**config.mk**
```make
export PLATFORM = sky130hd
export DESIGN_NAME = bus_timer
export DESIGN_NICKNAME = d
export VERILOG_FILES = /design/src/rtl/bus_timer_pkg.sv /design/src/rtl/bus_timer.sv
export SDC_FILE = /design/constraint.sdc
export NUM_CORES = 1
export LEC_CHECK = 0
export CELL_PAD_IN_SITES_DETAIL_PLACEMENT = 0
export CELL_PAD_IN_SITES_GLOBAL_PLACEMENT = 2
export CORE_MARGIN = 3
export CORE_UTILIZATION = 30
export DETAILED_ROUTE_END_ITERATION = 16
export GPL_TIMING_DRIVEN = 0
export PLACE_DENSITY_LB_ADDON = 0.1
export SYNTH_ARGS = -nofsm -noshare
export SYNTH_HDL_FRONTEND = slang
export SYNTH_SLANG_ARGS = --single-unit
```
**constraint.sdc**
```tcl
create_clock -name clk -period 2.95 [get_ports clk]
set_clock_uncertainty 0.1 [all_clocks]
set_input_delay 0.4425 -clock clk [delete_from_list [all_inputs] [get_ports clk]]
set_output_delay 0.4425 -clock clk [all_outputs]
set_load 0.005 [all_outputs]
```
**src/rtl/bus_timer_pkg.sv**
```systemverilog
// bus_timer_pkg
//   Shared definitions for the memory-mapped countdown timer.
//   Covers the FSM state encoding, the register offsets decoded from
//   Addr[3:2], the CTRL bit positions and the MODE encodings.
package bus_timer_pkg;

   typedef enum logic [1:0] {
      IDLE = 2'd0,
      LOAD = 2'd1,
      CNT  = 2'd2,
      INT  = 2'd3
   } state_t;

   // Word offsets, compared against Addr[3:2]
   localparam logic [1:0] CTRL_OFF   = 2'd0;
   localparam logic [1:0] PRESET_OFF = 2'd1;
   localparam logic [1:0] COUNT_OFF  = 2'd2;

   // CTRL bit indices
   localparam int EN_B    = 0;
   localparam int MODE_LO = 1;
   localparam int MODE_HI = 2;
   localparam int IM_B    = 3;

   // MODE encodings; 2'b1x is reserved and treated like one-shot
   localparam logic [1:0] MODE_ONESHOT = 2'b00;
   localparam logic [1:0] MODE_RELOAD  = 2'b01;

endpackage

```
**src/rtl/bus_timer.sv**
```systemverilog
// bus_timer
//   Memory-mapped countdown timer that responds on the CPU peripheral bus.
//   The address bridge decodes the 12-byte window, so this block only looks
//   at Addr[3:2]. It provides a CTRL/PRESET/COUNT register file, a
//   four-state countdown FSM and a maskable interrupt request. The timer
//   supports one-shot and auto-reload modes.
//
// Ports
//   clk    in   1   rising-edge clock
//   reset  in   1   asynchronous active-high reset; clears all state
//   Addr   in   30  word address Addr[31:2]; only Addr[3:2] is decoded
//   we     in   1   full-word write enable
//   Din    in   32  write data
//   Dout   out  32  read data, combinational from Addr[3:2]
//   IRQ    out  1   interrupt request = irq_flag & CTRL.IM
//
// Configuration
//   BUS_TIMER_COUNT_WR_EN  when defined, a write to offset 0x8 loads COUNT.
//                          The write overrides that edge's FSM update of COUNT.
//                          When undefined, writes to 0x8 are ignored.
module bus_timer
   import bus_timer_pkg::*;
#(
   parameter int CNT_WIDTH = 32
)
(
   input  logic        clk,
   input  logic        reset,
   input  logic [31:2] Addr,
   input  logic        we,
   input  logic [31:0] Din,
   output logic [31:0] Dout,
   output logic        IRQ
);

   localparam logic [CNT_WIDTH-1:0] CNT_ONE = CNT_WIDTH'(1);

   state_t                 state;
   logic [3:0]             ctrl;
   logic [CNT_WIDTH-1:0]   preset;
   logic [CNT_WIDTH-1:0]   count;
   logic                   irq_flag;
   logic [1:0]             mode;
   logic                   wr_ctrl;
   logic                   wr_preset;
   logic                   wr_count;
   logic                   unused_addr;

   // The bridge has already matched the upper address bits to our window
   assign unused_addr = ^Addr[31:4];

   assign mode      = ctrl[MODE_HI:MODE_LO];
   assign wr_ctrl   = we && (Addr[3:2] == CTRL_OFF);
   assign wr_preset = we && (Addr[3:2] == PRESET_OFF);

`ifdef BUS_TIMER_COUNT_WR_EN
   assign wr_count = we && (Addr[3:2] == COUNT_OFF);
`else
   assign wr_count = 1'b0;
`endif

   assign IRQ = irq_flag & ctrl[IM_B];

   // Register file and countdown FSM share one process.
   // Bus writes are applied after the FSM update. As a result, a CTRL write
   // beats the hardware EN clear in INT, and it beats the irq_flag set.
   // A COUNT write, when enabled, likewise beats the FSM's COUNT update.
   always_ff @(posedge clk or posedge reset) begin
      if (reset) begin
         state    <= IDLE;
         ctrl     <= '0;
         preset   <= '0;
         count    <= '0;
         irq_flag <= 1'b0;
      end else begin
         case (state)
            IDLE: begin
               if (ctrl[EN_B])
                  state <= LOAD;
            end
            LOAD: begin
               count <= preset;
               state <= CNT;
            end
            CNT: begin
               if (!ctrl[EN_B]) begin
                  state <= IDLE;
               end else if (count > CNT_ONE) begin
                  count <= count - CNT_ONE;
               end else begin
                  // A COUNT of 0 or 1 expires here, so PRESET=0 acts like 1
                  count    <= '0;
                  irq_flag <= 1'b1;
                  state    <= INT;
               end
            end
            INT: begin
               // In reload mode, EN stays set, so IDLE immediately reloads
               if (mode == MODE_ONESHOT || mode[1])
                  ctrl[EN_B] <= 1'b0;
               else
                  irq_flag <= 1'b0;
               state <= IDLE;
            end
            default: state <= IDLE;
         endcase

         if (wr_ctrl) begin
            ctrl     <= Din[3:0];
            irq_flag <= 1'b0;
         end
         if (wr_preset)
            preset <= Din[CNT_WIDTH-1:0];
         if (wr_count)
            count <= Din[CNT_WIDTH-1:0];
      end
   end

   // Read mux: registers are zero-extended and the unused slot reads zero
   always_comb begin
      Dout = '0;
      case (Addr[3:2])
         CTRL_OFF:   Dout[3:0]           = ctrl;
         PRESET_OFF: Dout[CNT_WIDTH-1:0] = preset;
         COUNT_OFF:  Dout[CNT_WIDTH-1:0] = count;
         default:    Dout                = '0;
      endcase
   end

endmodule

```
---- Yosys cells after proc, flatten, opt, wreduce, memory -nomap -nowiden ----
Index checks and enable logic that the tools add are counted.
W data, S select, Z words.
word-level totals
  register bits ........................... 71
  input port bits ......................... 65
  word-level logic and storage cells ...... 51
operators by class
  add/subtract/negate cells ............... 1
  magnitude comparators ................... 1
  eq/ne operators ......................... 11
  muxes and demuxes ....................... 17
  bitwise gates (word level) .............. 1
  reductions and logical operators ........ 14
operators by type and width
  operator                 number
  $mux W32                 2
  $pmux W32 S2             1
  $pmux W28 S2             1
  $gt A32 B1 Y1 const B    1
  $sub A32 B1 Y32 const B  1
  $ne A3 B3 Y1 const B     4
  $pmux W4 S3              1
  $pmux W2 S4              1
  $mux W1                  7
  $eq A2 B2 Y1 const B     3
  $logic_not A2 Y1         3
  $mux W2                  3
  $reduce_and A2 Y1        3
  $reduce_bool A2 Y1       3
  $eq A2 B1 Y1 const B     2
  $ne A2 B2 Y1 const B     2
  $reduce_and A4 Y1        1
  $reduce_bool A3 Y1       1
  $logic_and A1 B1 Y1      2
  $pmux W1 S2              1
  $and A1 B1 Y1            1
  $logic_or A1 B1 Y1       1

---- Longest topological paths before layout ----
Gate-level depths: netlist (run 1).
  depth in word-level cells ............... 5
  mapped depth ............................ 8
  depth with buffers taken out ............ 8

---- Worst setup path before layout (run 1) ----
OpenSTA, ideal clock, no wires.
  path type ............................... register -> register
  from .................................... register count[16]
  to ...................................... register count[27]
  library setup time ...................... 131 ps
  arrival ................................. 2,270 ps
  data required time ...................... 2,719 ps
  slack ................................... 448 ps
  cell stages (with the launch flop) ...... 8
  path through ............................ dfrtp_1 or4_1 or4_4 o41a_1 buf_6 o311a_1 a221oi_2 o31ai_1
between the ends
  cells in the longest elaborated chain, start to end .. 4
  elaborated cells on any way between the ends .. 5
RTL lines
  item                                              RTL line                          source
  start: declaration                                bus_timer.sv:41                   logic [CNT_WIDTH-1:0] count;
  start signal: assignment                          bus_timer.sv:82                   count <= preset;
  start signal: assignment                          bus_timer.sv:89                   count <= count - CNT_ONE;
  start signal: assignment                          bus_timer.sv:115                  count <= Din[CNT_WIDTH-1:0];
  $sub A32 B1 Y32 or $gt A32 B1 Y1 (tied branches)  bus_timer.sv:89, bus_timer.sv:88
  $mux W32 *                                        bus_timer.sv:88                   end else if (count > CNT_ONE) begin
  $mux W32 *                                        bus_timer.sv:86                   if (!ctrl[EN_B]) begin
  $pmux W32 S2 *                                    bus_timer.sv:76                   case (state)
Every way passes the cells marked *; elsewhere a longest branch is shown, timed or not. The select of a mux whose other input is x is not followed.
A chain may end at the register's enable or synchronous reset.

---- Worst setup path in the final report (run 1) ----
  from .................................... register count[16]
  to ...................................... register count[18]
The elaborated chain is that of the path after synthesis.

==> impl_results.md, run 1 <==
- Largest net degree at the start of global routing: 40
- Vias in the first global route: 3815
- Grt met2 use: 0.295
- Global-route wire length before repair: 22500 um
- Tmin final: 2.80 ns
- Startpoint class of the critical path: flop
- PD cells: 826 nW/um^2
- Detailed Route Iter0 Violations: 309
- Leakage: 2.07 nW
- N_diodes: 0
- Critical-path cell list: or4_1, or4_4, o41ai_4, buf_6, a21oi_1, o21ai_0, o311ai_0
- Critical Path Fanout Max: 10
- Top cells by area, synth: dfrtp_1 44%, mux2_2 9.7%, a22oi_1 6.7%
- CTS sink count: 71
- Hpwl dp: 9820 um
- # DRC: 0
- Hold_buf cts: 0
- VDD IR max: 0.267 mV
- Register area share after synthesis: 0.439
- Total gr overflow: 0
- EDFF count, synth: 0
- Max Slew Vio Count: 0
- Cell area after synthesis: 4050 sq um
- Leading area contributor after synthesis: dfrtp_1
- Cell area after layout: 5420 sq um
- Setup violators final: 0
- Die width: 122 um
- Ys async rst share: 1.00
- DP Area: 4980 sq um
- Area growth syn-to-layout: 34.1%
- Crit. End Element: flop
- Slowest-stage cell, CP: or4_1
- Non-filler instance count after layout: 674
- Detailed-route wire length per cell: 21.0 um
- CTS tree: built
- Share of layout cells above drive strength 1: 0.155
- Fin. Hold Viols: 0
- Yosys reg bits: 71
- Core area: 12900 sq um
- Finished Core Util: 0.421
- Antenna violations before repair: 0
- CTS Buf Count: 9
- Initial Util: 0.314
- Vias/cell: 5.59
- M3 GR Usage: 0.0501
- RSZ-0062 raised after global routing: no
- Sequential cell area: 1780 sq um
- Mapped Cells: 418
- Setup TNS: 0 ns
- Critical Path RT: 3.05 ns
- Buffer and inverter count on the worst path: 1
- Placed insts: 660
- Vias: 3766
- CP arrival: 2.89 ns
- Antenna Nets Post-Route: 0
- Tightest Pin Transition: 0.779 ns
- Hold crit path type: in -> async
- Rel. slew slack: 0.480
- # IOs: 98
- Row cnt: 41
- Total GRT Usage: 0.201
- Buffers added on ports: 69
- Fmax: 357 MHz
- Filler cells: 1298
- TritonRoute pass-1 iters: 5
- Max Cap Violations: 0
- Met1 usage: 0.285
- Top delay family on crit path: simple AND/OR/NAND/NOR gates
- Die extent in y: 122 um
- CP Class: reg -> reg
- Cell variety after synth: 50
- Final worst-path cycle share: 0.948
- Placer Congestion: 0.840
- H-tree Lvls: 3
- Syn nets: 489
- Synth warn: 0
- Clock slew seen by the registers of the worst setup and hold paths: 0.05 ns
- Die footprint: 14900 sq um
- Status: complete, no violations
- Routed WL: 14200 um
- Most Crowded Layer GR: met2
- Nets: 570
- CTS max path bufs: 2
- Clock root buffer: clkbuf_16
- Area of the multi-input gates: 2190 sq um
- Primary FF master, synth: dfrtp_1
- Avg Cell Area, Syn: 9.68 sq um
- Crit-path max cell delay: 0.58 ns
- Clock latency on the worst-skew pair: 0.34 ns
- Yosys top cell area share: 0.439
cells in the final DEF, fill, tap and decap left out, types with 3 or more instances in the layout:
cell type and count:
ha_1 3, nand2b_1 3, nand2_1 39, a31oi_1 5, clkdlybuf4s50_1 67, mux2_2 35, buf_4 5, clkbuf_16 9
o211ai_1 4, o311ai_0 10, or4_1 4, buf_1 5, a222oi_1 4, nor4_2 3, clkbuf_8 6, nand3_1 16
a21oi_1 17, ha_4 3, nor2b_1 31, a32oi_1 6, and3_1 3, buf_6 3, or3_1 5, dfrtp_1 71
inv_1 9, nor2_1 15, nor3_1 9, o21ai_0 20, nor4_1 5, o21ai_1 3, a22oi_1 36, clkbuf_1 11
path summary, 6_finish.rpt:
kind,startpoint,cells past startpoint,endpoint,slack (ns)
hold / removal,reset,2,preset[4],0.37
min in group clk,preset[17],2,count[17],0.43
setup reg to reg,count[16],7,count[18],0.15
max in group asynchronous,reset,3,count[27],1.81
hold reg to reg,preset[17],2,count[17],0.43
setup / recovery,count[16],7,count[18],0.15
layout make-up:
class / instances / share of cell area
plain buffers: 25 / 0.0330
multi-input cells: 308 / 0.403
inverters: 12 / 0.00877
clock inverters: 1 / 0.00554
well taps: 172 / 0.0397
repair buffers: 72 / 0.136
clock buffers: 13 / 0.0461
flip-flops and latches: 71 / 0.328
through the flow:
stage | worst slack [ns] | total power [mW] | hold slack, ns
2_1_floorplan | 0.448 | 2.67 | 0.364
3_3_place_gp | -0.891 | 3.31 | 0.410
3_5_place_dp | -0.548 | 3.33 | 0.414
4_1_cts | -0.00337 | 4.45 | 0.395
5_1_grt | 0.00462 | 4.81 | 0.442
6_report | 0.152 | 4.48 | 0.374
logic make-up (layout without fill, tap and decap cells):
| logic type | after synthesis | count (layout) | synth area share |
|---|---|---|---|
| compound gates | 123 | 123 | 0.219 |
| fa+ha+maj | 6 | 6 | 0.0186 |
| buf+inv | 39 | 123 | 0.0405 |
| flops | 71 | 71 | 0.439 |
| mux | 35 | 35 | 0.0974 |
| simple gates | 144 | 144 | 0.185 |
state kept, by name (all words and copies together) (netlist names):
register / flops
preset: 32
count: 32
irq_flag: 1
ctrl: 4
state: 2
layer usage:
| layer | up-vias | share of wire |
|---|---|---|
| met3 | 23 | 0.066 |
| met5 | - | 0 |
| li1 | 1744 | - |
| met1 | 1863 | 0.47 |
| met4 | 0 | 0.023 |
| met2 | 136 | 0.44 |
worst reg2reg max path: cells and delay by family, from the launching register on:
family                 cells  cell delay, ns
buffers and inverters      1            0.21
and+or+nand+nor            2            1.07
DFF                        1            0.44
AOI/OAI and AO/OA          4            0.84
what timing repair did:
action | in CTS | in global routing
pin swaps | 1 | 4
buffers inserted | 0 | 2
setup endpoints to repair | 54 | 43
resized for setup | 28 | 16
power breakdown:
group	leakage [nW]	internal, mW	switching, mW	total (mW)
logic	1.07	0.738	0.914	1.65
clock network	0.136	0.670	0.408	1.08
registers	0.858	1.30	0.445	1.75
total	2.07	2.71	1.77	4.48
cell usage after synthesis (5+ instances only):
cell type,instances
a21oi_1,17
a22oi_1,36
a31oi_1,5
a32oi_1,6
buf_1,5
clkbuf_1,18
dfrtp_1,71
ha_1,6
inv_1,12
mux2_2,35
nand2_1,39
nand3_1,16
nor2_1,16
nor2b_1,31
nor3_1,9
nor4_1,8
o21ai_0,20
o311ai_0,10
or3_1,5
Note: power is estimated with default switching activity, not from simulation.
==> inputs of run 2 (changes only) <==
--- a/config.mk
+++ b/config.mk
@@ -7,6 +7,7 @@
 export LEC_CHECK = 0
 export CELL_PAD_IN_SITES_DETAIL_PLACEMENT = 0
 export CELL_PAD_IN_SITES_GLOBAL_PLACEMENT = 2
+export CORE_ASPECT_RATIO = 1.5
 export CORE_MARGIN = 3
 export CORE_UTILIZATION = 30
 export DETAILED_ROUTE_END_ITERATION = 16
==> impl_results.md, run 2 (synthesis gave the netlist of run 1 again) <==
- # DRC: 0
- CTS Buf Count: 9
- Antenna Nets Post-Route: 0
- Combinational share of power: 0.368
- Clock root buffer: clkbuf_16
- Vias/cell: 5.69
- TritonRoute pass-1 iters: 5
- Switching part of the total power: 0.401
- Share of layout cells above drive strength 1: 0.165
- CP Class: in -> out
- Rel. slew slack: 0.461
- Crit-path max cell delay: 0.53 ns
- Largest net degree at the start of global routing: 48
- Final worst-path cycle share: 0.961
- Die footprint: 14900 sq um
- Clock slew seen by the registers of the worst setup and hold paths: 0.06 ns
- Hold_buf cts: 0
- Most frequent cells in the layout: 71 x dfrtp_1, 68 x clkdlybuf4s50_1, 39 x nand2_1
- Initial Util: 0.309
- Tightest Pin Transition: 0.806 ns
- Power share of the sequential group: 0.389
- Non-filler instance count after layout: 663
- RSZ-0062 raised after global routing: yes
- # IOs: 98
- N_diodes: 0
- P_sw: 1.83 mW
- CTS sink count: 71
- Commonest non-fill, non-tap cell in the layout: dfrtp_1
- Top delay family on crit path: buffers and inverters
- Crit. End Element: output pin
- H-tree Lvls: 3
- Placed insts: 647
- Routed WL: 14800 um
- Setup violators final: 0
- Critical-path cell list: clkdlybuf4s50_1, inv_2, ha_4, clkbuf_8, nor2b_2, clkdlybuf4s50_1
- Critical Path Fanout Max: 10
- Placer Congestion: 0.825
- Vias: 3775
- Core area: 13100 sq um
- Final Power: 4.56 mW
- Internal: 2.73 mW
- Leakage: 2.08 nW
- CP arrival: 2.29 ns
- CTS tree: built
- Fin. Hold Viols: 0
- Slowest-stage cell, CP: clkdlybuf4s50_1
- Status: complete, no violations
- Clock share of power: 0.243
- Detailed-route wire length per cell: 22.3 um
- Fmax: 353 MHz
- Die width: 101 um
- Nets: 570
- Antenna violations before repair: 0
- Buffers added on ports: 69
- Worst flop-to-flop path startpoint: count[16]
- Buffer and inverter count on the worst path: 4
- Row cnt: 51
- Crit path top cell by count: clkdlybuf4s50_1
- Max Slew Vio Count: 0
- Total GRT Usage: 0.203
- Global-route wire length before repair: 22700 um
- VDD IR max: 0.357 mV
- Area growth syn-to-layout: 34.8%
- CTS max path bufs: 2
- Detailed Route Iter0 Violations: 158
- PD cells: 836 nW/um^2
- Hold crit path type: in -> async
- Top flop regs: count: 32 flops, preset: 32 flops, ctrl: 4 flops
- Tmin final: 2.83 ns
- Clock latency on the worst-skew pair: 0.34 ns
- Setup TNS: 0 ns
- Hpwl dp: 10200 um
- Startpoint class of the critical path: primary input
- Vias in the first global route: 3897
- Critical Path RT: 2.41 ns
- Total gr overflow: 0
- Critical Path Source: Addr[3]
- Die extent in y: 148 um
- Max Cap Violations: 0
[run 2: final timing paths]
| path | end | slack, ns | depth (start not counted) |
|---|---|---|---|
| worst max-delay path | Dout[30] | 0.12 | 6 |
| worst min-delay path | count[6] | 0.33 | 2 |
| worst max register to register | count[29] | 0.15 | 7 |
| worst min register to register | irq_flag | 0.43 | 2 |
| max in group asynchronous | preset[22] | 1.84 | 3 |
| min in group clk | irq_flag | 0.43 | 2 |
[run 2: cell type report]
class	count	area, sq um
multi-input cells	308	2220
plain buffers	26	186
clock buffers	13	250
flip-flops and latches	71	1780
well taps	159	199
clock inverters	3	42.5
fillers	1290	7630
repair buffers	71	728
inverters	12	47.5
[run 2: per-layer routing]
layer | wire length (um) | vias up | GRT usage
met3 | 467 | 18 | 0.0235
met1 | 6150 | 1912 | 0.239
met5 | 0 | - | 0
li1 | - | 1752 | -
met4 | 352 | 0 | 0.0984
met2 | 7800 | 93 | 0.359
[run 2: per-stage QoR]
| stage | setup WS [ns] | utilization | hold WS (ns) | cell area [sq um] |
|---|---|---|---|---|
| CTS | -0.0104 | 0.409 | 0.340 | 5360 |
| global route | -0.0413 | 0.417 | 0.368 | 5450 |
| floorplan | 0.448 | - | 0.364 | 4050 |
| detailed placement | -0.568 | 0.380 | 0.411 | 4960 |
| finish | 0.116 | 0.417 | 0.332 | 5450 |
| global placement | -0.900 | 0.377 | 0.414 | 4930 |
[run 2: repair_timing]
action                     4_1_cts  5_1_grt
resized for setup               28       21
cloned                           0        0
buffers inserted                 0        1
setup endpoints to repair       58       54
pin swaps                        0        1
[run 2: power by group through the flow]
stage	Combinational, mW	Clock, mW	Sequential (mW)
after floorplan	1.07	0	1.60
after global placement	1.60	0	1.74
after detailed placement	1.61	0	1.75
after CTS	1.64	1.13	1.75
after global routing	1.87	1.16	1.83
final	1.68	1.11	1.77
